--- src/rtl/dma_rd_req.sv ---
// dma_rd_req: splits a read command (64 B aligned start, N beats) into AXI
// read bursts of at most 16 beats that never cross a 4 KB page, limits the
// number of bursts in flight, and forwards returning beats to a consumer.
//
// Ports:
//   clk, reset                      clock, synchronous active-low reset
//   cmd_addr/beats/id/valid/ready   command input (beats == 0 is illegal)
//   araddr/arid/arlen/arvalid/arready   AXI read address channel
//   rdata/rid/rlast/rvalid/rready       AXI read data channel
//   dout_data/last/valid/ready      zero-latency beat stream to the consumer
//   done                            one-cycle pulse when a command completes
//   err                             sticky error (zero-beat cmd, bad rid, stray beat)
module dma_rd_req #(
    parameter int unsigned MAX_OUTSTANDING = 4
) (
    input  logic         clk,
    input  logic         reset,
    input  logic [63:0]  cmd_addr,
    input  logic [15:0]  cmd_beats,
    input  logic [7:0]   cmd_id,
    input  logic         cmd_valid,
    output logic         cmd_ready,
    output logic [63:0]  araddr,
    output logic [7:0]   arid,
    output logic [3:0]   arlen,
    output logic         arvalid,
    input  logic         arready,
    input  logic [511:0] rdata,
    input  logic [7:0]   rid,
    input  logic         rlast,
    input  logic         rvalid,
    output logic         rready,
    output logic [511:0] dout_data,
    output logic         dout_last,
    output logic         dout_valid,
    input  logic         dout_ready,
    output logic         done,
    output logic         err
);

    localparam int unsigned OUT_W = 4;

    typedef enum logic [1:0] {
        IDLE  = 2'd0,
        ISSUE = 2'd1,
        DRAIN = 2'd2
    } state_t;

    state_t           state_q, state_d;
    logic [63:0]      addr_q, addr_d;
    logic [15:0]      rem_q, rem_d;
    logic [7:0]       id_q, id_d;
    logic [OUT_W-1:0] outst_q, outst_d;
    logic             done_q, done_d;
    logic             err_q, err_d;

    logic [6:0]       page_left;
    logic [4:0]       nb;
    logic             ar_fire;
    logic             r_beat;
    logic             r_cmpl;

    // Burst size: remaining beats, capped at 16 and at the end of the 4 KB page
    always_comb begin
        page_left = 7'd64 - {1'b0, addr_q[11:6]};
        nb        = 5'd16;
        if ({2'b00, nb} > page_left) nb = page_left[4:0];
        if ({11'd0, nb} > rem_q)     nb = rem_q[4:0];
    end

    // AR channel driven straight from the latched command; outstanding can only
    // fall while arvalid waits, so arvalid and its payload hold until accepted
    assign arvalid   = (state_q == ISSUE) && ({28'd0, outst_q} < 32'(MAX_OUTSTANDING));
    assign araddr    = addr_q;
    assign arid      = id_q;
    assign arlen     = 4'(nb - 5'd1);
    assign cmd_ready = (state_q == IDLE) && reset;

    // R channel pass-through
    assign rready     = dout_ready;
    assign dout_valid = rvalid;
    assign dout_data  = rdata;
    assign dout_last  = rvalid && rlast && (state_q == DRAIN) && (outst_q == OUT_W'(1));

    assign ar_fire = arvalid && arready;
    assign r_beat  = rvalid && dout_ready;
    // A completing rlast only counts against a burst that is actually in flight
    assign r_cmpl  = r_beat && rlast && (outst_q != '0);

    assign done = done_q;
    assign err  = err_q;

    // Next-state and datapath updates
    always_comb begin
        state_d = state_q;
        addr_d  = addr_q;
        rem_d   = rem_q;
        id_d    = id_q;
        outst_d = outst_q;
        done_d  = 1'b0;
        err_d   = err_q;

        if (ar_fire && !r_cmpl)      outst_d = outst_q + OUT_W'(1);
        else if (!ar_fire && r_cmpl) outst_d = outst_q - OUT_W'(1);

        if (r_beat && (outst_q == '0))                err_d = 1'b1;
        if (r_beat && (state_q != IDLE) && (rid != id_q)) err_d = 1'b1;

        unique case (state_q)
            IDLE: begin
                if (cmd_valid) begin
                    if (cmd_beats == '0) begin
                        err_d = 1'b1;
                    end else begin
                        addr_d  = cmd_addr & ~64'h3F;
                        rem_d   = cmd_beats;
                        id_d    = cmd_id;
                        state_d = ISSUE;
                    end
                end
            end
            ISSUE: begin
                if (ar_fire) begin
                    addr_d = addr_q + {53'd0, nb, 6'd0};
                    rem_d  = rem_q - {11'd0, nb};
                    if (rem_q == {11'd0, nb}) state_d = DRAIN;
                end
            end
            DRAIN: begin
                if (r_cmpl && (outst_q == OUT_W'(1))) begin
                    state_d = IDLE;
                    done_d  = 1'b1;
                end
            end
            default: state_d = IDLE;
        endcase
    end

    // State register
    always_ff @(posedge clk) begin
        if (!reset) begin
            state_q <= IDLE;
            addr_q  <= '0;
            rem_q   <= '0;
            id_q    <= '0;
            outst_q <= '0;
            done_q  <= 1'b0;
            err_q   <= 1'b0;
        end else begin
            state_q <= state_d;
            addr_q  <= addr_d;
            rem_q   <= rem_d;
            id_q    <= id_d;
            outst_q <= outst_d;
            done_q  <= done_d;
            err_q   <= err_d;
        end
    end

endmodule
--- config.mk ---
export PLATFORM = sky130hd
export DESIGN_NAME = dma_rd_req
export DESIGN_NICKNAME = d
export VERILOG_FILES = /design/src/rtl/dma_rd_req.sv
export SDC_FILE = /design/constraint.sdc
export NUM_CORES = 1
export LEC_CHECK = 0
export ABC_AREA = 1
export BUFFER_PORTS_ARGS = -buffer_cell sky130_fd_sc_hd__buf_2
export CAP_MARGIN = 30
export CORE_AREA = 2 2 473 475
export DETAILED_ROUTE_END_ITERATION = 12
export DIE_AREA = 0 0 475 477
export PLACE_DENSITY = 0.33
export REMOVE_ABC_BUFFERS = 1
export SLEW_MARGIN = 10
export SYNTH_ARGS = -nofsm -noshare
export SYNTH_HDL_FRONTEND = slang
export SYNTH_SLANG_ARGS = --single-unit
--- constraint.sdc ---
create_clock -name clk -period 4.2 [get_ports clk]
set_input_delay 0.21 -clock clk [delete_from_list [all_inputs] [get_ports clk]]
set_output_delay 0.21 -clock clk [all_outputs]
set_load 0.05 [all_outputs]
==> results.md, run 1 <==
* Power Total at 5.63 mW
* Fraction of layout cells with a size suffix above 1 at 0.236
* Root buf cell: clkbuf_16
* Final Cycle Share at 0.965
* Slew Limit Fails at 0
* Area Overhead vs Synth at 16.3%
* Worst setup path class: flop to output pin
* Sink Count at 90
* Ports at 1210
* Worst r2r src: araddr[7]$_SDFFE_PN0P_
* Overflow after GRT at 0
* Flops & latches, synth at 90
* Drt initial violations at 1013
* Reg2Reg Depth at 33
* Largest net degree at the start of global routing at 104
* Fin crit period at 4.05 ns
* Total core area at 0.221 mm2
* Vias at between 10000 and 15000
* Antenna Nets Post-Route at 0
* EDFF count, synth at 0
* Sequential element share of the synthesized area at 0.156
* PD cells at 418 mW/mm2
* Num CTS Buffers at 9
* Crit. End Element: output pin
* Number of distinct library cells after synthesis at 43
* Worst IR Drop VDD at 0.242 mV
* Syn Std Cell Area at 0.0116 mm2
* Detail Placement HPWL at 357 mm
* CP Launch Type: flop
* Crit path DAT at 3.84 ns
* HP Class: input pin to flop
* Required time worst endpoint at between 3 and 4 ns
* Yosys top cell area share at 0.338
* Initial antenna violation count at 23
* Relative slew slack at 0.355
* Sequential Power Share at 0.217
* Clk_skew at 0.0310 ns
* Starting density of the core at 0.0523
* Die W at 475 um
* Cell count after synthesis at roughly 1900
* Endpoints failing setup at 0
* Reg-to-reg critical path endpoint: rem_q[9]$_SDFFE_PN0P_
* Routed wire per std cell at 79.4 um
* Top FF cell, synth: dfxtp_1
* Insertion delay to the later sink of the worst-skew pair at 0.44 ns
* H-tree levels at 3
* Commonest non-fill, non-tap cells in the layout: nand2_1 (321), nor2_1 (234), buf_2 (172), inv_1 (155), nand3_1 (111)
* Most common cell after layout, fill and taps aside: nand2_1
* Total track usage at 0.313
* PortBufs at 173
* Net Sw Power at a little under 3 mW
* Switching Share at 0.527
* Drt drc at 0
* Final Non-Filler Cells at 4610
* Final GP Congestion at 1.33
* Async SR Flop Fraction at 0
* Vias/cell at 2.82
* Synth top area cells: buf_4 (34%), dfxtp_1 (16%), nand2_1 (11%)
* CP startpoint: araddr[7]$_SDFFE_PN0P_
* Synth warn at 0
* Setup slack, reg-to-reg at 0.23 ns
* Cts hold-fix bufs at 0
* Combinational power share at 0.577
* Pint at between 2 and 3 mW
* Status: completed
* Fmax at 247 MHz
* Global-route wire length before repair at about 400 mm
* Worst Setup EP: arlen[2]
* Worst-margin pin slew at 0.967 ns
* Lkg Pwr at 4.38 nW
* Clock-pin slew on the worst setup and hold paths at 0.08 ns
* Fin. Hold Viols at 0
* Cells after DPL at 4535
* CTS Buffer Depth at 2
* Final wirelength at 366 mm
* Final net count at 2209
* Crit path max fanout at 5
* Full die area at 0.227 mm2
* Die height at approximately 480 um
* Cell Rows at 173
* Area leader, netlist: buf_4
* CTS tree: done
* Worst setup margin at 0.147 ns
* Syn avg cell area at 6.19 um2
* Pre-CTS WS at -0.158 ns
* Vias in the first global route at 11000
* Drt pass-1 iters at 5
* Clk pwr share at 0.206
* Max-cap viol count at 0
per-layer routing:
metal | GRT usage | up-vias | wire [um]
met5 | 0.161 | - | 5090
li1 | - | 4867 | -
met3 | 0.438 | 398 | 108000
met2 | 0.563 | 2270 | 186000
met4 | 0.305 | 60 | 43200
met1 | 0.0522 | 5411 | 24500
final cells by class:
cell class	instances	area, um2
diodes	54	135
clock buffers	9	225
clock inverters	7	148
fillers	26400	208000
inverters	171	647
multi-input cells	1051	5270
flip-flops and latches	90	1810
well taps	2975	3720
repair buffers	253	1520
worst max-delay path, stage by stage (launching register included):
cell and delay, ns:
dfxtp_2 0.33, inv_1 0.05, ha_2 0.32, inv_1 0.04
nand2_1 0.07, nor2_2 0.04, nand3_1 0.08, nand2_2 0.06
nand2_2 0.07, inv_1 0.05, nand2_2 0.06, inv_2 0.05
ha_4 0.25, inv_1 0.03, o21bai_1 0.13, nand4_1 0.10
nand2_1 0.07, nand2_1 0.08, nand2_4 0.08, nand2_4 0.07
inv_4 0.08, nor2_1 0.05, a21oi_2 0.12, buf_4 0.14
inv_1 0.12, ha_1 0.24, xor2_1 0.34, buf_4 0.27
through the flow:
step                        util  cell area (um2)  hold WS (ns)  TNS (ns)
final                     0.0608            13500        0.0735         0
after global routing      0.0608            13500        0.0935  -0.00281
after CTS                 0.0594            13200        0.0639         0
after detailed placement  0.0575            12700         0.440    -0.994
after global placement    0.0575            12700         0.440     -1.83
after floorplan                -             7510         0.348   -240.77
how the worst min path moves through the flow:
stage / start / endpoint / cells after the start
6_report: cmd_id[1] / arid[1]$_SDFFE_PN0P_ / 3
4_1_cts: cmd_valid / err$_SDFF_PN0_ / 3
3_5_place_dp: rdata[502] / dout_data[502] / 0
5_1_grt: cmd_id[1] / arid[1]$_SDFFE_PN0P_ / 3
2_1_floorplan: reset / araddr[6]$_SDFFE_PN0P_ / 2
3_3_place_gp: rdata[502] / dout_data[502] / 0
power groups by stage:
stage	Combinational [mW]	Sequential, mW	Clock (mW)
floorplan	1.60	1.49	0
global placement	3.11	1.24	0
detailed placement	3.10	1.25	0
CTS	3.15	1.23	1.18
global route	3.47	1.24	1.19
finish	3.25	1.22	1.16
flip-flops by register name, summed over array words and instances (netlist names):
register  cells
araddr       58
arid          8
state_q       2
outst_q       4
done          1
err           1
rem_q        16
logic make-up (layout without fill, tap and decap cells):
group	Yosys count	in the layout	share of synthesized area
and+or+nand+nor	849	849	0.327
buffers and inverters	737	440	0.409
AOI/OAI and AO/OA	157	157	0.0730
DFF	90	90	0.156
xor gates and xnor gates	21	21	0.0159
adders and majority gates	18	18	0.0194
other	1	60	0.000324
timing repair:
| action | 4_1_cts | 5_1_grt |
|---|---|---|
| endpoints found under the setup margin | 17 | 67 |
| pin swaps | 0 | 14 |
| resized for setup | 10 | 42 |
| setup buffers | 0 | 4 |
cell usage after synthesis, types with 2 or more instances:
| master | number |
|---|---|
| xor2_1 | 10 |
| nand3_1 | 113 |
| ha_1 | 18 |
| o21ai_0 | 31 |
| nor3_1 | 35 |
| nor4_1 | 21 |
| nand2_2 | 17 |
| xnor2_1 | 11 |
| nand3_2 | 6 |
| a211oi_1 | 3 |
| o21ai_1 | 14 |
| and3_1 | 3 |
| buf_6 | 2 |
| nor4b_1 | 4 |
| dfxtp_1 | 90 |
| nor2_1 | 240 |
| buf_4 | 521 |
| inv_2 | 13 |
| nor2_4 | 3 |
| nand2_1 | 337 |
| a21oi_1 | 98 |
| nor2_2 | 4 |
| clkbuf_1 | 43 |
| o21bai_1 | 3 |
| or2_2 | 8 |
| nand3b_1 | 9 |
| nand4_1 | 39 |
| inv_1 | 158 |
| nand2_4 | 5 |
No activity file was read; power rests on OpenSTA's default activity.
==> run 2: changes to the inputs <==
Settings changed: PLACE_DENSITY 0.33 to 0.31.
==> results.md, run 2 (same netlist as run 1, synthesis figures left out) <==
* Status: completed (unchanged)
* Fin. Hold Viols at 0 (unchanged)
* Detail Placement HPWL at 359 mm (was 357 mm)
* Sink Count at 90 (unchanged)
* Die height at 477 um (unchanged)
* Max-cap viol count at 0 (unchanged)
* HP Class: input pin to flop (unchanged)
* Cts hold-fix bufs at 0 (unchanged)
* Antenna Nets Post-Route at 0 (unchanged)
* Most common cell after layout, fill and taps aside: nand2_1 (unchanged)
* Starting density of the core at 0.0523 (unchanged)
* Worst IR Drop VDD at 0.253 mV (was 0.242 mV)
* Vias at 13000 (about the same)
* Power Total at 5.57 mW (was 5.63 mW)
* Drt initial violations at 1088 (was 1013)
* Max reg flops at 58 (unchanged)
* Fraction of layout cells with a size suffix above 1 at 0.254 (was 0.236)
* Total core area at 0.221 mm2 (unchanged)
* Final setup TNS at 0 ns (unchanged)
* Largest net degree at the start of global routing at 71 (was 104)
* CTS Buffer Depth at 2 (unchanged)
* Initial antenna violation count at 21 (was 23)
* Lkg Pwr at 4.46 nW (was 4.38 nW)
* Worst setup path class: flop to output pin (unchanged)
* Area Overhead vs Synth at 17.1% (was 16.3%)
* Fin crit period at 4.01 ns (was 4.05 ns)
* Full die area at 0.227 mm2 (unchanged)
* Final wirelength at 368 mm (was 366 mm)
* PortBufs at 173 (unchanged)
* Drt drc at 0 (unchanged)
* Cell Rows at 173 (unchanged)
* Commonest non-fill, non-tap cells in the layout: nand2_1 (315), nor2_1 (234), buf_2 (171), inv_1 (151), nand3_1 (108) (was nand2_1 (321), nor2_1 (234), buf_2 (172), inv_1 (155), nand3_1 (111))
* Global-route wire length before repair at 392 mm (was 389 mm)
* Vias/cell at 2.84 (was 2.82)
* Clk_skew at 0.0183 ns (was 0.0310 ns)
* Total track usage at 0.315 (was 0.313)
* Fmax at 250 MHz (was 247 MHz)
* Clock-pin slew on the worst setup and hold paths at 0.08 ns (about the same)
* Worst-margin pin slew at 0.912 ns (was 0.967 ns)
* Final net count at 2219 (was 2209)
* Multi-input logic area at 0.00541 mm2 (was 0.00527 mm2)
* Overflow after GRT at 0 (unchanged)
* Register area at 0.00181 mm2 (about the same)
* Endpoints failing setup at 0 (unchanged)
* Finished Cell Area at 0.0136 mm2 (was 0.0135 mm2)
* Pre-CTS WS at -0.261 ns (was -0.158 ns)
* Required time worst endpoint at 3.99 ns (about the same)
* Area post-placement at 0.0128 mm2 (was 0.0127 mm2)
* Slew Limit Fails at 0 (unchanged)
* Relative slew slack at 0.392 (was 0.355)
* Routed wire per std cell at 80.5 um (was 79.4 um)
* Insertion delay to the later sink of the worst-skew pair at 0.44 ns (about the same)
* PD cells at 411 mW/mm2 (was 418 mW/mm2)
* Fillcell total at 26300 (was 26400)
* Root buf cell: clkbuf_16 (unchanged)
* Ports at 1210 (unchanged)
* Crit path DAT at 3.80 ns (was 3.84 ns)
* Final GP Congestion at 1.34 (was 1.33)
* Num CTS Buffers at 9 (unchanged)
* Cells after DPL at 4538 (was 4535)
* Vias in the first global route at 11300 (was 11000)
* CTS tree: done (unchanged)
* CP Launch Type: flop (unchanged)
* Final Non-Filler Cells at 4576 (was 4610)
* WHS at 0.0632 ns (was 0.0735 ns)
* Final Cycle Share at 0.954 (was 0.965)
* Crit. End Element: output pin (unchanged)
* H-tree levels at 3 (unchanged)
* Crit path max fanout at 6 (was 5)
* Final Core Density at 0.0612 (was 0.0608)
* Die W at 475 um (unchanged)
* Worst setup margin at 0.194 ns (was 0.147 ns)
* Drt pass-1 iters at 7 (was 5)
==> run 2: changes by cell type in the layout (fill, tap and decap cells not counted), moves of 3 or more <==
cell / previous run / this run
buf_4: 76 / 82
nand3_1: 111 / 108
nand2_4: 9 / 15
bufinv_16: 4 / 0
o21ai_1: 14 / 17
inv_1: 155 / 151
inv_6: 1 / 4
diode_2: 54 / 10
nand2_1: 321 / 315
o21ai_0: 31 / 27
inv_2: 14 / 18
ha_4: 3 / 7
==> run 2: final timing paths <==
path / startpoint / endpoint / slack (ns) / depth (start not counted)
max: araddr[7]$_SDFFE_PN0P_ / arlen[3] / 0.19 / 21
min: cmd_id[4] / arid[4]$_SDFFE_PN0P_ / 0.06 / 3
max reg2reg: araddr[7]$_SDFFE_PN0P_ / araddr[62]$_SDFFE_PN0P_ / 0.21 / 30
min reg2reg: outst_q[3]$_SDFFE_PN0P_ / outst_q[3]$_SDFFE_PN0P_ / 0.47 / 2
==> run 2: per-layer routing <==
layer	vias up	share of wire	wire length, um	global-route usage
met5	-	0.014	5150	0.171
met4	64	0.11	42000	0.289
met3	408	0.29	107000	0.436
met2	2280	0.51	187000	0.571
met1	5405	0.073	27000	0.0573
li1	4834	-	-	-
==> run 2: final cells by class <==
cell class / instances / share of cell area
Clock inverter: 7 / 0.00526
Timing Repair Buffer: 263 / 0.122
Clock buffer: 9 / 0.0166
Tap cell: 2975 / 0.274
Inverter: 171 / 0.0479
Sequential cell: 90 / 0.133
Multi-Input combinational cell: 1051 / 0.399
Antenna cell: 10 / 0.00185
==> run 2: power by group <==
group / internal, mW / total (mW) / switching [mW]
clock network: 0.419 / 0.929 / 0.510
registers: 0.991 / 1.22 / 0.230
logic: 1.09 / 3.42 / 2.33
total: 2.50 / 5.57 / 3.07
==> run 2: repair_timing <==
item,in CTS,in global routing
pin swaps,1,27
setup endpoints to repair,57,72
gates resized for setup,14,81
setup buffers,1,10
gates cloned,0,1
==> run 2: critical path, cell delays in order, from the launching register on <==
cell     delay [ns]
dfxtp_2        0.33
buf_4          0.16
nor2_4         0.12
nand2_1        0.07
nor2_1         0.09
nand2_1        0.07
nand2_2        0.12
nand2_2        0.13
ha_1           0.31
nand2_1        0.06
nor2_2         0.19
and3_1         0.24
a31oi_4        0.11
nand2_4        0.12
inv_6          0.05
nor2_1         0.11
a21oi_2        0.07
buf_4          0.15
inv_1          0.17
nand4_1        0.18
xor2_2         0.27
buf_4          0.25
==> run 3: changes to the inputs <==
Settings changed: BUFFER_PORTS_ARGS -buffer_cell sky130_fd_sc_hd__buf_2 to -buffer_cell sky130_fd_sc_hd__buf_4.
==> results.md, run 3 (same netlist as run 1, synthesis figures left out) <==
* CP Launch Type: flop (unchanged)
* Cells after DPL at 4532 (was 4538)
* Fraction of layout cells with a size suffix above 1 at 0.243 (was 0.254)
* Drt initial violations at 1233 (was 1088)
* Fin crit period at 3.98 ns (was 4.01 ns)
* Critical path, cell by cell: inv_1 > ha_4 > inv_1 > nand2_1 > nor2_1 > nand3_1 > nand2_2 > nand2_2 > nor2_2 > inv_1 > ha_1 > and3_4 > a31oi_4 > nand2_4 > inv_4 > nor2_1 > a21oi_2 > buf_4 > inv_1 > ha_1 > xor2_1 > buf_4 (was buf_4 > nor2_4 > nand2_1 > nor2_1 > nand2_1 > nand2_2 > nand2_2 > ha_1 > nand2_1 > nor2_2 > and3_1 > a31oi_4 > nand2_4 > inv_6 > nor2_1 > a21oi_2 > buf_4 > inv_1 > nand4_1 > xor2_2 > buf_4)
* Largest net degree at the start of global routing at 62 (was 71)
* Starting density of the core at 0.0523 (unchanged)
* Worst setup path class: flop to output pin (unchanged)
* Final net count at 2210 (was 2219)
* Insertion delay to the later sink of the worst-skew pair at 0.43 ns (was 0.44 ns)
* Antenna Nets Post-Route at 0 (unchanged)
* H-tree levels at 3 (unchanged)
* CTS tree: done (unchanged)
* PortBufs at 173 (unchanged)
* Endpoints failing setup at 0 (unchanged)
* Switching Share at 0.543 (was 0.551)
* Pre-CTS WS at -0.303 ns (was -0.261 ns)
* Die W at 475 um (unchanged)
* Setup slack, reg-to-reg at 0.26 ns (was 0.21 ns)
* Worst-margin pin slew at 0.958 ns (was 0.912 ns)
* Root buf cell: clkbuf_16 (unchanged)
* Die height at 477 um (unchanged)
* Worst IR Drop VDD at 0.245 mV (was 0.253 mV)
* Final Core Density at 0.0624 (was 0.0612)
* Detail Placement HPWL at 359 mm (about the same)
* Clk_skew at 0.0192 ns (was 0.0183 ns)
* Final wirelength at 368 mm (about the same)
* Cell at the slowest stage of the critical path: xor2_1 (was dfxtp_2)
* Lkg Pwr at 4.47 nW (was 4.46 nW)
* Total track usage at 0.315 (about the same)
* Clock-pin slew on the worst setup and hold paths at 0.09 ns (was 0.08 ns)
* Ports at 1210 (unchanged)
* Pint at 2.55 mW (was 2.50 mW)
* Crit-path max cell delay at 0.34 ns (was 0.33 ns)
* Crit path DAT at 3.77 ns (was 3.80 ns)
* Most common cell after layout, fill and taps aside: nand2_1 (unchanged)
* Initial antenna violation count at 20 (was 21)
* Vias/cell at 2.90 (was 2.84)
* Cts hold-fix bufs at 0 (unchanged)
* Max-cap viol count at 0 (unchanged)
* Overflow after GRT at 0 (unchanged)
* Drt drc at 0 (unchanged)
* Full die area at 0.227 mm2 (unchanged)
* HP Class: input pin to flop (unchanged)
* Sequential Power Share at 0.223 (was 0.219)
* Power Total at 5.58 mW (was 5.57 mW)
* Cell Rows at 173 (unchanged)
* Most used cell, CP: inv_1
* Final Cycle Share at 0.947 (was 0.954)
* Vias at 13200 (was 13000)
* Max reg flops at 58 (unchanged)
* Crit. End Element: output pin (unchanged)
* Crit path max fanout at 6 (unchanged)
* Required time worst endpoint at 3.99 ns (about the same)
* PD cells at 403 mW/mm2 (was 411 mW/mm2)
* CTS Buffer Depth at 2 (unchanged)
* Drt pass-1 iters at 5 (was 7)
* Worst setup margin at 0.222 ns (was 0.194 ns)
* Num CTS Buffers at 9 (unchanged)
* Slew Limit Fails at 0 (unchanged)
* Global-route wire length before repair at 393 mm (was 392 mm)
* Clk pwr share at 0.167 (about the same)
* Fmax at 251 MHz (was 250 MHz)
* Routed wire per std cell at 80.6 um (was 80.5 um)
* Final Non-Filler Cells at 4567 (was 4576)
* Fin. Hold Viols at 0 (unchanged)
* Net Sw Power at 3.03 mW (was 3.07 mW)
* Vias in the first global route at 11000 (was 11300)
* Commonest non-fill, non-tap cells in the layout: nand2_1 (318), buf_4 (245), nor2_1 (235), inv_1 (154), nand3_1 (112) (was nand2_1 (315), nor2_1 (234), buf_2 (171), inv_1 (151), nand3_1 (108))
* Final GP Congestion at 1.34 (about the same)
* Status: completed (unchanged)
* Total core area at 0.221 mm2 (unchanged)
* Area Overhead vs Synth at 19.4% (was 17.1%)
* Combinational power share at 0.611 (was 0.614)
* Relative slew slack at 0.361 (was 0.392)
* Sink Count at 90 (unchanged)
## run 3: power by group through the flow
stage	clock network [mW]	registers (mW)	logic [mW]
finish	0.929	1.24	3.41
detailed placement	0	1.26	3.25
CTS	0.981	1.24	3.28
floorplan	0	1.49	1.60
global route	0.991	1.26	3.67
global placement	0	1.26	3.27
## run 3: final cells by class
cell class | instances | area [um2]
clock buffers | 9 | 225
fillers | 26300 | 208000
multi-input cells | 1051 | 5330
clock inverters | 7 | 71.3
flip-flops and latches | 90 | 1810
inverters | 171 | 647
well taps | 2975 | 3720
repair buffers | 254 | 2000
diodes | 10 | 25.0
## run 3: path summary, 6_finish.rpt
check | endpoint | start | cells after the start
hold reg to reg | outst_q[3]$_SDFFE_PN0P_ | outst_q[3]$_SDFFE_PN0P_ | 2
setup / recovery | arlen[2] | araddr[7]$_SDFFE_PN0P_ | 22
hold / removal | arid[2]$_SDFFE_PN0P_ | cmd_id[2] | 3
setup reg to reg | araddr[16]$_SDFFE_PN0P_ | araddr[7]$_SDFFE_PN0P_ | 29
## run 3: worst max-delay path: cells and delay by family (launching register included)
kind	cells	cell delay (ns)
AO/OA/AOI/OAI	2	0.34
XOR/XNOR	1	0.34
adder cells (fa/ha/maj)	3	0.71
buffers and inverters	7	0.79
flip-flops	1	0.32
AND/OR/NAND/NOR	9	0.83
## run 3: what timing repair did
action,in CTS,in global routing
endpoints found under the setup margin,50,71
pin swaps,0,24
hold endpoints to repair,0,0
resized for setup,8,62
buffers inserted,0,8
gates cloned,0,1
## run 3: metrics by stage
stage	area [um2]	TNS [ns]	hold slack, ns
after global routing	13800	-0.00979	0.0753
after global placement	13200	-5.89	0.446
after detailed placement	13200	-5.77	0.446
after CTS	13500	0	0.0340
final	13800	0	0.0655
after floorplan	7510	-240.77	0.348
## run 3: per-layer routing
metal  global-route usage  vias up  wire length [um]
met4                0.216       64             31500
met1               0.0433     5490             22200
met3                0.459      279            111000
li1                     -     4831                 -
met5                0.178        -              5590
met2                0.604     2567            197000
